File: config.mk
export PLATFORM = sky130hd
export DESIGN_NAME = jt12_pg_seq
export DESIGN_NICKNAME = d
export VERILOG_FILES = /design/src/rtl/jt12_pg_seq.sv
export SDC_FILE = /design/constraint.sdc
export NUM_CORES = 1
export LEC_CHECK = 0
export ABC_AREA = 1
export CAP_MARGIN = 25
export CELL_PAD_IN_SITES_DETAIL_PLACEMENT = 1
export CELL_PAD_IN_SITES_GLOBAL_PLACEMENT = 1
export CORE_ASPECT_RATIO = 1.4
export CORE_UTILIZATION = 49
export CTS_CLUSTER_DIAMETER = 200
export DETAILED_ROUTE_END_ITERATION = 6
export GPL_TIMING_DRIVEN = 0
export PLACE_DENSITY = 0.81
export SYNTH_ARGS = -nofsm -noshare
export SYNTH_HDL_FRONTEND = slang
export SYNTH_SLANG_ARGS = --single-unit
export TNS_END_PERCENT = 10
File: constraint.sdc
create_clock -name clk -period 3.6 [get_ports clk]
set_input_delay 0.72 -clock clk [delete_from_list [all_inputs] [get_ports clk]]
set_output_delay 0.72 -clock clk [all_outputs]
set_load 0.01 [all_outputs]
File: src/rtl/jt12_pg_seq.sv
// ---------------------------------------------------------------------------
// jt12_pg_seq
//
// Slot sequencer for the phase-generator datapath (jt12_pg_comb). It sweeps
// the 24 operator slots (6 channels x 4 operators) in round-robin order. For
// each slot it holds the 20-bit phase accumulator, presents that phase and a
// pending key-on reset to the combinational PG, and writes the new phase back.
// Key-on events can arrive at any time for any slot. Each one is latched in a
// per-slot pending bit until the sweep reaches that slot.
//
// After reset the sequencer runs a clear sweep (INIT) that zeroes every phase
// word. It then moves to RUN, where one slot is processed per clk with cen=1.
//
// Ports
//   clk           system clock
//   rst           asynchronous reset, active-high
//   cen           clock enable: one slot is processed per clk with cen=1 (RUN)
//   kon_req       key-on request, sampled every clk
//   kon_slot      slot index for kon_req (values >= SLOTS are ignored)
//   kon_ack       one-clk pulse, the clk after an accepted kon_req
//   busy          high while the post-reset clear sweep runs
//   slot          slot currently presented to the PG
//   sync          high while slot==0 in RUN
//   pg_phase_in   stored phase of the current slot (to PG phase_in)
//   pg_rst        key-on phase reset for the current slot (to PG pg_rst)
//   pg_phase_out  next phase from the PG
//   pg_phase_op   operator phase from the PG
//   phase_op      registered operator phase
//   op_slot       slot that phase_op belongs to
//   op_valid      one-clk pulse when phase_op/op_slot update
// ---------------------------------------------------------------------------
module jt12_pg_seq #(
    parameter int SLOTS = 24,
    parameter int PW    = 20,
    parameter int OPW   = 10
) (
    input  logic           clk,
    input  logic           rst,
    input  logic           cen,
    input  logic           kon_req,
    input  logic [4:0]     kon_slot,
    output logic           kon_ack,
    output logic           busy,
    output logic [4:0]     slot,
    output logic           sync,
    output logic [PW-1:0]  pg_phase_in,
    output logic           pg_rst,
    input  logic [PW-1:0]  pg_phase_out,
    input  logic [OPW-1:0] pg_phase_op,
    output logic [OPW-1:0] phase_op,
    output logic [4:0]     op_slot,
    output logic           op_valid
);

    typedef enum logic {
        ST_INIT = 1'b0,
        ST_RUN  = 1'b1
    } state_t;

    localparam logic [4:0] LAST_SLOT = 5'(SLOTS - 1);

    state_t state;
    state_t next_state;

    logic [PW-1:0]    mem [SLOTS];
    logic [SLOTS-1:0] pending;
    logic [SLOTS-1:0] pending_next;

    logic at_last;
    logic run_step;
    logic kon_hit;

    assign at_last  = (slot == LAST_SLOT);
    // A slot is processed only in RUN on a clk with cen.
    assign run_step = (state == ST_RUN) && cen;
    // Requests aimed beyond the last slot are dropped and never acked.
    assign kon_hit  = kon_req && (kon_slot <= LAST_SLOT);

    // -----------------------------------------------------------------------
    // FSM: state register
    // -----------------------------------------------------------------------
    // NOTE: clocked state uses non-blocking assignments so every register
    // samples the pre-edge values, independent of process ordering.
    always_ff @(posedge clk or posedge rst) begin
        if (rst) begin
            state <= ST_INIT;
        end else begin
            state <= next_state;
        end
    end

    // -----------------------------------------------------------------------
    // FSM: next-state logic
    // -----------------------------------------------------------------------
    // NOTE: every variable written in an always_comb gets a default first,
    // so no path can leave it unassigned and infer a latch.
    always_comb begin
        next_state = state;
        case (state)
            ST_INIT: if (at_last) next_state = ST_RUN;
            ST_RUN:  next_state = ST_RUN;
            default: next_state = ST_INIT;
        endcase
    end

    // -----------------------------------------------------------------------
    // FSM: output logic
    // -----------------------------------------------------------------------
    // During INIT the PG is held in reset and sees a zero phase. It does not
    // read the memory there because the memory is still being cleared.
    always_comb begin
        busy        = 1'b1;
        sync        = 1'b0;
        pg_rst      = 1'b1;
        pg_phase_in = '0;
        case (state)
            ST_RUN: begin
                busy        = 1'b0;
                sync        = (slot == 5'd0);
                pg_rst      = pending[slot];
                pg_phase_in = mem[slot];
            end
            default: ;
        endcase
    end

    // -----------------------------------------------------------------------
    // Slot counter: free-running in INIT, cen-gated in RUN, wraps at the
    // last slot so it never exceeds SLOTS-1.
    // -----------------------------------------------------------------------
    always_ff @(posedge clk or posedge rst) begin
        if (rst) begin
            slot <= 5'd0;
        end else if ((state == ST_INIT) || cen) begin
            slot <= at_last ? 5'd0 : slot + 5'd1;
        end
    end

    // -----------------------------------------------------------------------
    // Phase memory
    // -----------------------------------------------------------------------
    // NOTE: the phase memory has no reset port so it can map onto RAM. The
    // INIT sweep clears it one word per clk instead.
    always_ff @(posedge clk) begin
        if (state == ST_INIT) begin
            mem[slot] <= '0;
        end else if (cen) begin
            mem[slot] <= pg_phase_out;
        end
    end

    // -----------------------------------------------------------------------
    // Key-on pending mask. The clear for the processed slot is applied
    // before the set. A request for that same slot on the same clk
    // therefore survives and takes effect on the slot's next visit.
    // -----------------------------------------------------------------------
    always_comb begin
        pending_next = pending;
        if (run_step) begin
            pending_next[slot] = 1'b0;
        end
        if (kon_hit) begin
            pending_next[kon_slot] = 1'b1;
        end
    end

    always_ff @(posedge clk or posedge rst) begin
        if (rst) begin
            pending <= '0;
            kon_ack <= 1'b0;
        end else begin
            pending <= pending_next;
            kon_ack <= kon_hit;
        end
    end

    // -----------------------------------------------------------------------
    // Operator phase output register: captures the PG result for the slot
    // processed on this clk. It becomes visible one clk later.
    // -----------------------------------------------------------------------
    always_ff @(posedge clk or posedge rst) begin
        if (rst) begin
            phase_op <= '0;
            op_slot  <= 5'd0;
            op_valid <= 1'b0;
        end else begin
            op_valid <= run_step;
            if (run_step) begin
                phase_op <= pg_phase_op;
                op_slot  <= slot;
            end
        end
    end

endmodule

After elaboration in Yosys (flattened, before gate mapping)
Memory sizes are Yosys's and may differ from the RTL's.
Cells that the tools add are included.
- muxes and demuxes: 19
- eq/ne operators: 1
- $add $sub $neg: 1
- bitwise operators: 5
- order comparisons: 5
- reductions and logical operators: 6
- operator list (kind ; number):
    $mux 24 ; 2
    $mux 20 ; 2
    $and 24x24->24 ; 1
    $not 24->24 ; 1
    $or 24x24->24 ; 1
    $lt 5x6->1 const B ; 2
    $demux 1 s5 ; 2
    $ge 5x1->1 const B ; 2
    $mux 1 ; 10
    $add 5x1->5 const B ; 1
    $bmux 1 s5 ; 1
    $eq 5x5->1 const B ; 1
    $le 5x5->1 const B ; 1
    $logic_not 5->1 ; 1
    $mux 5 ; 1
    $logic_and 1x1->1 ; 4
    $pmux 1 s2 ; 1
    $logic_or 1x1->1 ; 1
    $not 1->1 ; 1
    $or 1x1->1 ; 1
- memory bits (writable): 480
- memories: 1
- output and inout port bits: 45
- register bits: 47
- word-level logic and storage cells: 45
- input port bits: 39
- memories (memory ; words ; width ; read ports ; clocked after memory_dff ; write ports ; RTL line ; text):
    mem ; 24 ; 20 ; 1 ; 0 ; 1 ; 65 ; logic [PW-1:0] mem [SLOTS];

Longest topological paths before layout
Gate-level depths: netlist of run 1.
- depth in word-level cells: 9
- gate-level depth with buffers: 12
- mapped depth without buffers: 10

Worst setup path after synthesis of run 1
Ideal clock, no wire load.
- path type: register to register
- from: register slot[0]
- to: memory mem[2][0] (enable)
- clock period less this slack: 2.571 ns
- slack: 1.029 ns
- data arrival time: 2.174 ns
- required time: 3.203 ns
- buffers on the path: 3
- cell stages (with the launch flop): 8
- library setup time: 0.397 ns
- cells stage by stage: dfrtp_1 -> inv_2 -> buf_6 -> buf_4 -> buf_4 -> ha_1 -> nand2_1 -> nor2_1
- RTL lines (item ; RTL line ; text):
    start, declared ; 44 ; output logic [4:0] slot,
    start signal, assigned ; 135 ; slot <= at_last ? 5'd0 : slot + 5'd1;
    end, declared ; 65 ;
No word-level cell before the write port.

Worst setup path in the final report of run 1
- from: register slot[0]
- to: output port pg_phase_in[17]
- longest elaborated chain between the ends: 2
- ends and longest elaborated chain (item ; RTL line ; text):
    $mem_v2 24x20 ; n/a ;
    $mux 20 ; 116 ; case (state)
    end, declared ; 46 ; output logic [PW-1:0] pg_phase_in,
Every way passes these cells.

==> run metrics, run 1 <==
Worst-Margin Slew=1010 ps; Max clock buf depth=3; router iterations before antenna repair=5; share of layout cells above drive strength 1=12.0%; Root Buffer Master=clkbuf_16; Syn Std Cell Area=22,800 um^2; share of the synthesized area in the top cell type=63.3%; IO Port Bufs=83; num rows=93; fin crit share=106%; overall power=23.5 mW; Seq cells post-synth=527; vias=17,012; PD cells=866 nW/um^2; routability cong.=0.953; Die ar.=47,300 um^2; Worst setup SP type=flip-flop; Slew Viols, Final=0; Setup crit end kind=primary output; die height=257 um; critical path arrival=3090 ps; Syn Area/Cell=10.3 um^2; core area=46,000 um^2; largest net degree at the start of global routing=40; Slew headroom=32.9%; Worst-Skew Late Latency=590 ps; worst-path fanout max=10; highest clock rate=0.263 GHz; wirelength, routed=76.4 mm; initial antenna violation count=0; Leak=11.4 nW; cell taking the most area after synthesis=edfxtp_1; register area share after synthesis=68.5%; area grow syn2layout=19.2%; HP Class=in2async; DRC violations left=0; syn_nets=2,252; Num CTS Buffers=49; Overflow after GRT=0; RSZ-0062 raised after global routing=true; skew final=20.1 ps; clk sinks=527; synth unique cells=24; Die X-Extent=184 um; WS Path Type=reg2out; starting density of the core=49.5%; # setup viols final=14; Syn. warnings=0; worst path required time=2880 ps; fin crit period=3810 ps; Clk pin slew, worst setup/hold paths=70 ps; Fin. Hold Viols=0; CTS H-tree depth=2; VDD IR max=0.528 mV; Max-Cap Viols=0; nets=2,428; TritonCTS clock tree=built; worst slack, placed=-58.4 ps; first-pass GRT wire length=114 mm; Inserted Diodes=0; Via density=5.60; failing checks=negative setup slack; initial DRC count=1,528; drt wl/cell=25.1 um; Fillers=4,857; cell count after synthesis=2,207; top area cells in the synthesized netlist=edfxtp_1 63%, nand2_1 10%, inv_1 5.3%, dfrtp_1 5.2%, nand3_1 3.8%; Total Routing Usage GR=33.1%; vias in the first global route=18,608; Total Neg Setup Slack=-1890 ps; status=finished, violations left; DPL Wire Length=53.2 mm; Final WS setup=-209 ps; Top Ports=84; ANT nets after route=0
timing repair:
item	in CTS	in global routing
pin swaps	11	2
buffers inserted	1	0
gates resized for setup	103	14
setup endpoints to repair	22	18
hold buffers	0	0
registers in the layout, summed over array words and instances, names as in the netlist:
name / flops
kon_ack: 1
mem: 480
op_slot: 5
op_valid: 1
pending: 24
phase_op: 10
slot: 5
state: 1
cells by family after synthesis:
family / after synthesis / synth area share, %
AND/OR/NAND/NOR: 997 / 17.4
XOR/XNOR: 1 / 0.0385
buffers and inverters: 437 / 8.03
AO/OA/AOI/OAI: 239 / 5.72
adder cells (fa/ha/maj): 6 / 0.330
flip-flops: 527 / 68.5
final timing paths:
path	start	end	slack, ps	cells after the start
setup / recovery	slot[0]	pg_phase_in[17]	-210	7
hold / removal	rst	phase_op[6]	360	2
setup reg to reg	slot[0]	mem[10][15]	620	8
hold reg to reg	phase_op[7]	phase_op[7]	490	2
max in group asynchronous	rst	pending[7]	2720	3
min in group clk	phase_op[7]	phase_op[7]	490	2
where the power goes:
group | switching [mW] | leakage [nW] | internal, mW
Combinational | 6.91 | 5.52 | 3.03
Clock | 2.34 | 0.810 | 3.15
Sequential | 0.327 | 5.02 | 7.75
Total | 9.58 | 11.4 | 13.9
metrics by stage:
step | instances | utilization, % | hold WS (ps) | area, um^2
after floorplan | 2207 | - | 452 | 22800
after global placement | 2907 | 53.0 | 462 | 24400
after detailed placement | 2948 | 54.8 | 475 | 25200
after CTS | 3040 | 59.0 | 359 | 27100
after global routing | 3040 | 59.1 | 398 | 27100
final | 3040 | 59.1 | 361 | 27100
per-layer routing:
| layer | share of wire (%) | global-route usage (%) |
|---|---|---|
| met1 | 37 | 39.0 |
| met2 | 50 | 55.7 |
| met3 | 6.1 | 4.81 |
| met4 | 7.4 | 22.5 |
| met5 | 0 | 0 |
cells in the mapped netlist:
cell / instances
a21boi_1: 1
a21oi_1: 22
buf_1: 2
buf_2: 32
buf_4: 20
buf_6: 8
buf_8: 1
clkbuf_1: 50
clkinv_2: 1
dfrtp_1: 47
edfxtp_1: 480
ha_1: 6
inv_1: 321
inv_2: 2
nand2_1: 634
nand3_1: 171
nand4_1: 1
nor2_1: 188
nor2_2: 3
o211ai_1: 40
o21ai_0: 108
o21ai_1: 65
o22ai_1: 3
xor2_1: 1
layout make-up:
type                       instances  area (um^2)  area share [%]
multi-input combinational       1243         5600            20.6
buffer                           113          753            2.77
clock inverter                    24          308            1.13
sequential                       527        15600            57.4
timing repair buffer             125         1540            5.68
inverter                         324         1220            4.50
clock buffer                      67         1360            5.00
tap                              617          772            2.84
worst max-delay path, cell delays in order, from the launching register on:
cell	delay, ps
dfrtp_2	450
buf_8	230
clkbuf_1	410
o21ai_0	240
o211ai_1	250
nand3_1	160
a21oi_1	200
clkdlybuf4s50_1	560
placed cells by master (no fill, tap or decap), types with 10 or more instances in the layout:
master,Yosys,layout
nand2_1,634,622
edfxtp_1,480,480
inv_1,321,320
nand3_1,171,171
nor2_1,188,143
o21ai_0,108,108
clkdlybuf4s50_1,0,73
o21ai_1,65,56
clkbuf_16,0,51
nor2_2,3,46
dfrtp_1,47,45
o211ai_1,40,40
clkbuf_1,50,36
buf_8,1,33
buf_4,20,24
buf_2,32,21
buf_6,8,19
clkbuf_2,0,18
a21oi_1,22,13
clkinv_2,1,10
Power figures use the tool's default switching activity.
==> inputs of run 2 (changes only) <==
--- a/config.mk
+++ b/config.mk
@@ -6,7 +6,6 @@
 export NUM_CORES = 1
 export LEC_CHECK = 0
 export ABC_AREA = 1
-export CAP_MARGIN = 25
 export CELL_PAD_IN_SITES_DETAIL_PLACEMENT = 1
 export CELL_PAD_IN_SITES_GLOBAL_PLACEMENT = 1
 export CORE_ASPECT_RATIO = 1.4
==> run 2 against run 1 <==
Against the previous run:
- the flow still finishes with violations (negative setup slack)
- sequential power barely moved
- utilization fell by 0.055 points
- routed wire length fell by 1.2%
- clock-buffer cell count fell by 3
- critical endpoint is now pg_phase_in[8]
- largest cell class unchanged
- highest routed layer unchanged
==> run metrics, run 2 (synthesis results as in run 1) <==
status=finished, violations left; failing checks=negative setup slack; # setup viols final=5; fin crit period=3780 ps; Root Buffer Master=clkbuf_16; Setup crit end kind=primary output; routability cong.=0.953; Seq pwr share=34.7%; Top Ports=84; dpl cell area=25,200 um^2; Crit path largest cell delay=570 ps; initial DRC count=1,586; Worst setup SP type=flip-flop; starting density of the core=49.5%; Num CTS Buffers=49; first-pass GRT wire length=113 mm; critical path's top delay family=buffers and inverters; Worst-Margin Slew=945 ps; Worst Reg-to-Reg Cells=8; Max-Cap Viols=0; fin crit share=105%; Clock power frac=22.7%; CTS H-tree depth=2; Leak=11.4 nW; register area=15,600 um^2; initial antenna violation count=1; DRC violations left=0; TritonCTS clock tree=built; skew final=25.3 ps; post-route insts no fill=3,043; Logic pwr share=42.6%; Int Power=13.7 mW; Worst-Skew Late Latency=600 ps; Max clock buf depth=3; DPL Wire Length=53.1 mm; drt wl/cell=24.8 um; WS Path Type=reg2out; largest net degree at the start of global routing=40; Slew Viols, Final=0; critical path arrival=3060 ps; highest-count cells in the layout ignoring fill and taps=623 x nand2_1, 480 x edfxtp_1, 319 x inv_1; ANT nets after route=0; switch share=41.0%; Fin. Hold Viols=0; PD cells=858 nW/um^2; Via density=5.59; Clk pin slew, worst setup/hold paths=70 ps; Total Neg Setup Slack=-731 ps; area grow syn2layout=19.1%; RSZ-0062 raised after global routing=true; Overflow after GRT=0; share of layout cells above drive strength 1=12.2%; worst-path fanout max=10; worst path cell trace=buf_12 > buf_6 > buf_4 > nand2_1 > nand3_1 > nand2_1 > nand2_1 > nand2_2 > o21ai_1 > a21oi_2 > clkdlybuf4s50_1; vias=17,012; clk sinks=527; router iterations before antenna repair=5; slowest stage cell, crit path=clkdlybuf4s50_1; Fillers=4,835; CP Depth=11; Die ar.=47,300 um^2; Final WS setup=-183 ps; Total Routing Usage GR=32.7%; num rows=93; wirelength, routed=75.5 mm; Slew headroom=36.9%; final instance area=27,100 um^2; VDD IR max=0.500 mV; placed insts=2,948; most used cell, CP=nand2_1; highest clock rate=0.264 GHz; nets=2,429; Hold Buf Count CTS=0; Biggest register=mem; IO Port Bufs=83; vias in the first global route=18,447; most common cell after layout, fill and taps aside=nand2_1; core area=46,000 um^2; CP bufs+invs=4; NetSw=9.53 mW; HP Class=in2async; die height=257 um; Die X-Extent=184 um; worst path required time=2880 ps; multi-input logic area=5610 um^2; Top Registers=mem (480), pending (24), phase_op (10); max reg flops=480
==> run 2: cell count changes in the layout (fill, tap and decap cells not counted), moves of 4 or more <==
cell,before,now
clkdlybuf4s50_1,73,66
dlymetal6s2s_1,1,8
clkinv_1,2,8
buf_4,24,29
clkbuf_1,36,31
buf_2,21,17
==> run 2: final timing paths <==
| check | start | endpoint | slack, ps |
|---|---|---|---|
| max in group asynchronous | rst | pending[12] | 2700 |
| min in group clk | phase_op[7] | phase_op[7] | 490 |
| worst min-delay path | rst | phase_op[4] | 390 |
| worst max-delay path | slot[0] | pg_phase_in[8] | -180 |
| worst max register to register | slot[0] | mem[10][10] | 690 |
| worst min register to register | phase_op[7] | phase_op[7] | 490 |
==> run 2: metrics by stage <==
| step | setup WS (ps) | hold slack [ps] | util, % | total power [mW] |
|---|---|---|---|---|
| final | -183 | 395 | 59.0 | 23.3 |
| after global routing | -227 | 410 | 59.0 | 24.1 |
| after CTS | -193 | 387 | 58.8 | 23.1 |
| after detailed placement | -51.8 | 476 | 54.8 | 17.4 |
| after global placement | -772 | 462 | 53.0 | 16.6 |
| after floorplan | 1030 | 452 | - | 13.1 |
==> run 2: power by group through the flow <==
stage,Combinational [mW],Sequential [mW],Clock (mW)
after floorplan,4.99,8.14,0
after global placement,8.46,8.17,0
after detailed placement,9.19,8.18,0
after CTS,9.71,8.06,5.29
after global routing,10.5,8.13,5.48
final,9.90,8.08,5.29
==> run 2: repair_timing <==
action	4_1_cts	5_1_grt
buffers inserted	2	0
hold endpoints to repair	0	0
endpoints found under the setup margin	22	20
pin swaps	9	4
gates resized for setup	103	29
==> run 2: final cells by class <==
| type | instances | share of cell area, % |
|---|---|---|
| timing repair buffer | 126 | 5.78 |
| sequential | 527 | 57.5 |
| inverter | 324 | 4.51 |
| clock inverter | 28 | 0.904 |
| antenna | 1 | 0.00923 |
| clock buffer | 64 | 5.00 |
| tap | 617 | 2.85 |
| multi-input combinational | 1243 | 20.7 |
| buffer | 113 | 2.78 |
==> run 2: worst register-to-register path, cell delays in order (launching register included) <==
cell and delay, ps:
dfrtp_2 490, inv_4 130, buf_8 170, buf_6 190
buf_4 240, ha_1 400, nand2_1 170, nor2_2 600
buf_8 250
==> run 2: per-layer routing <==
layer | global-route usage, % | routed length (um) | vias up
li1 | - | - | 7559
met3 | 4.44 | 4620 | 194
met2 | 54.7 | 37300 | 705
met5 | 0 | 0 | -
met4 | 23.1 | 5750 | 0
met1 | 39.0 | 27800 | 8554
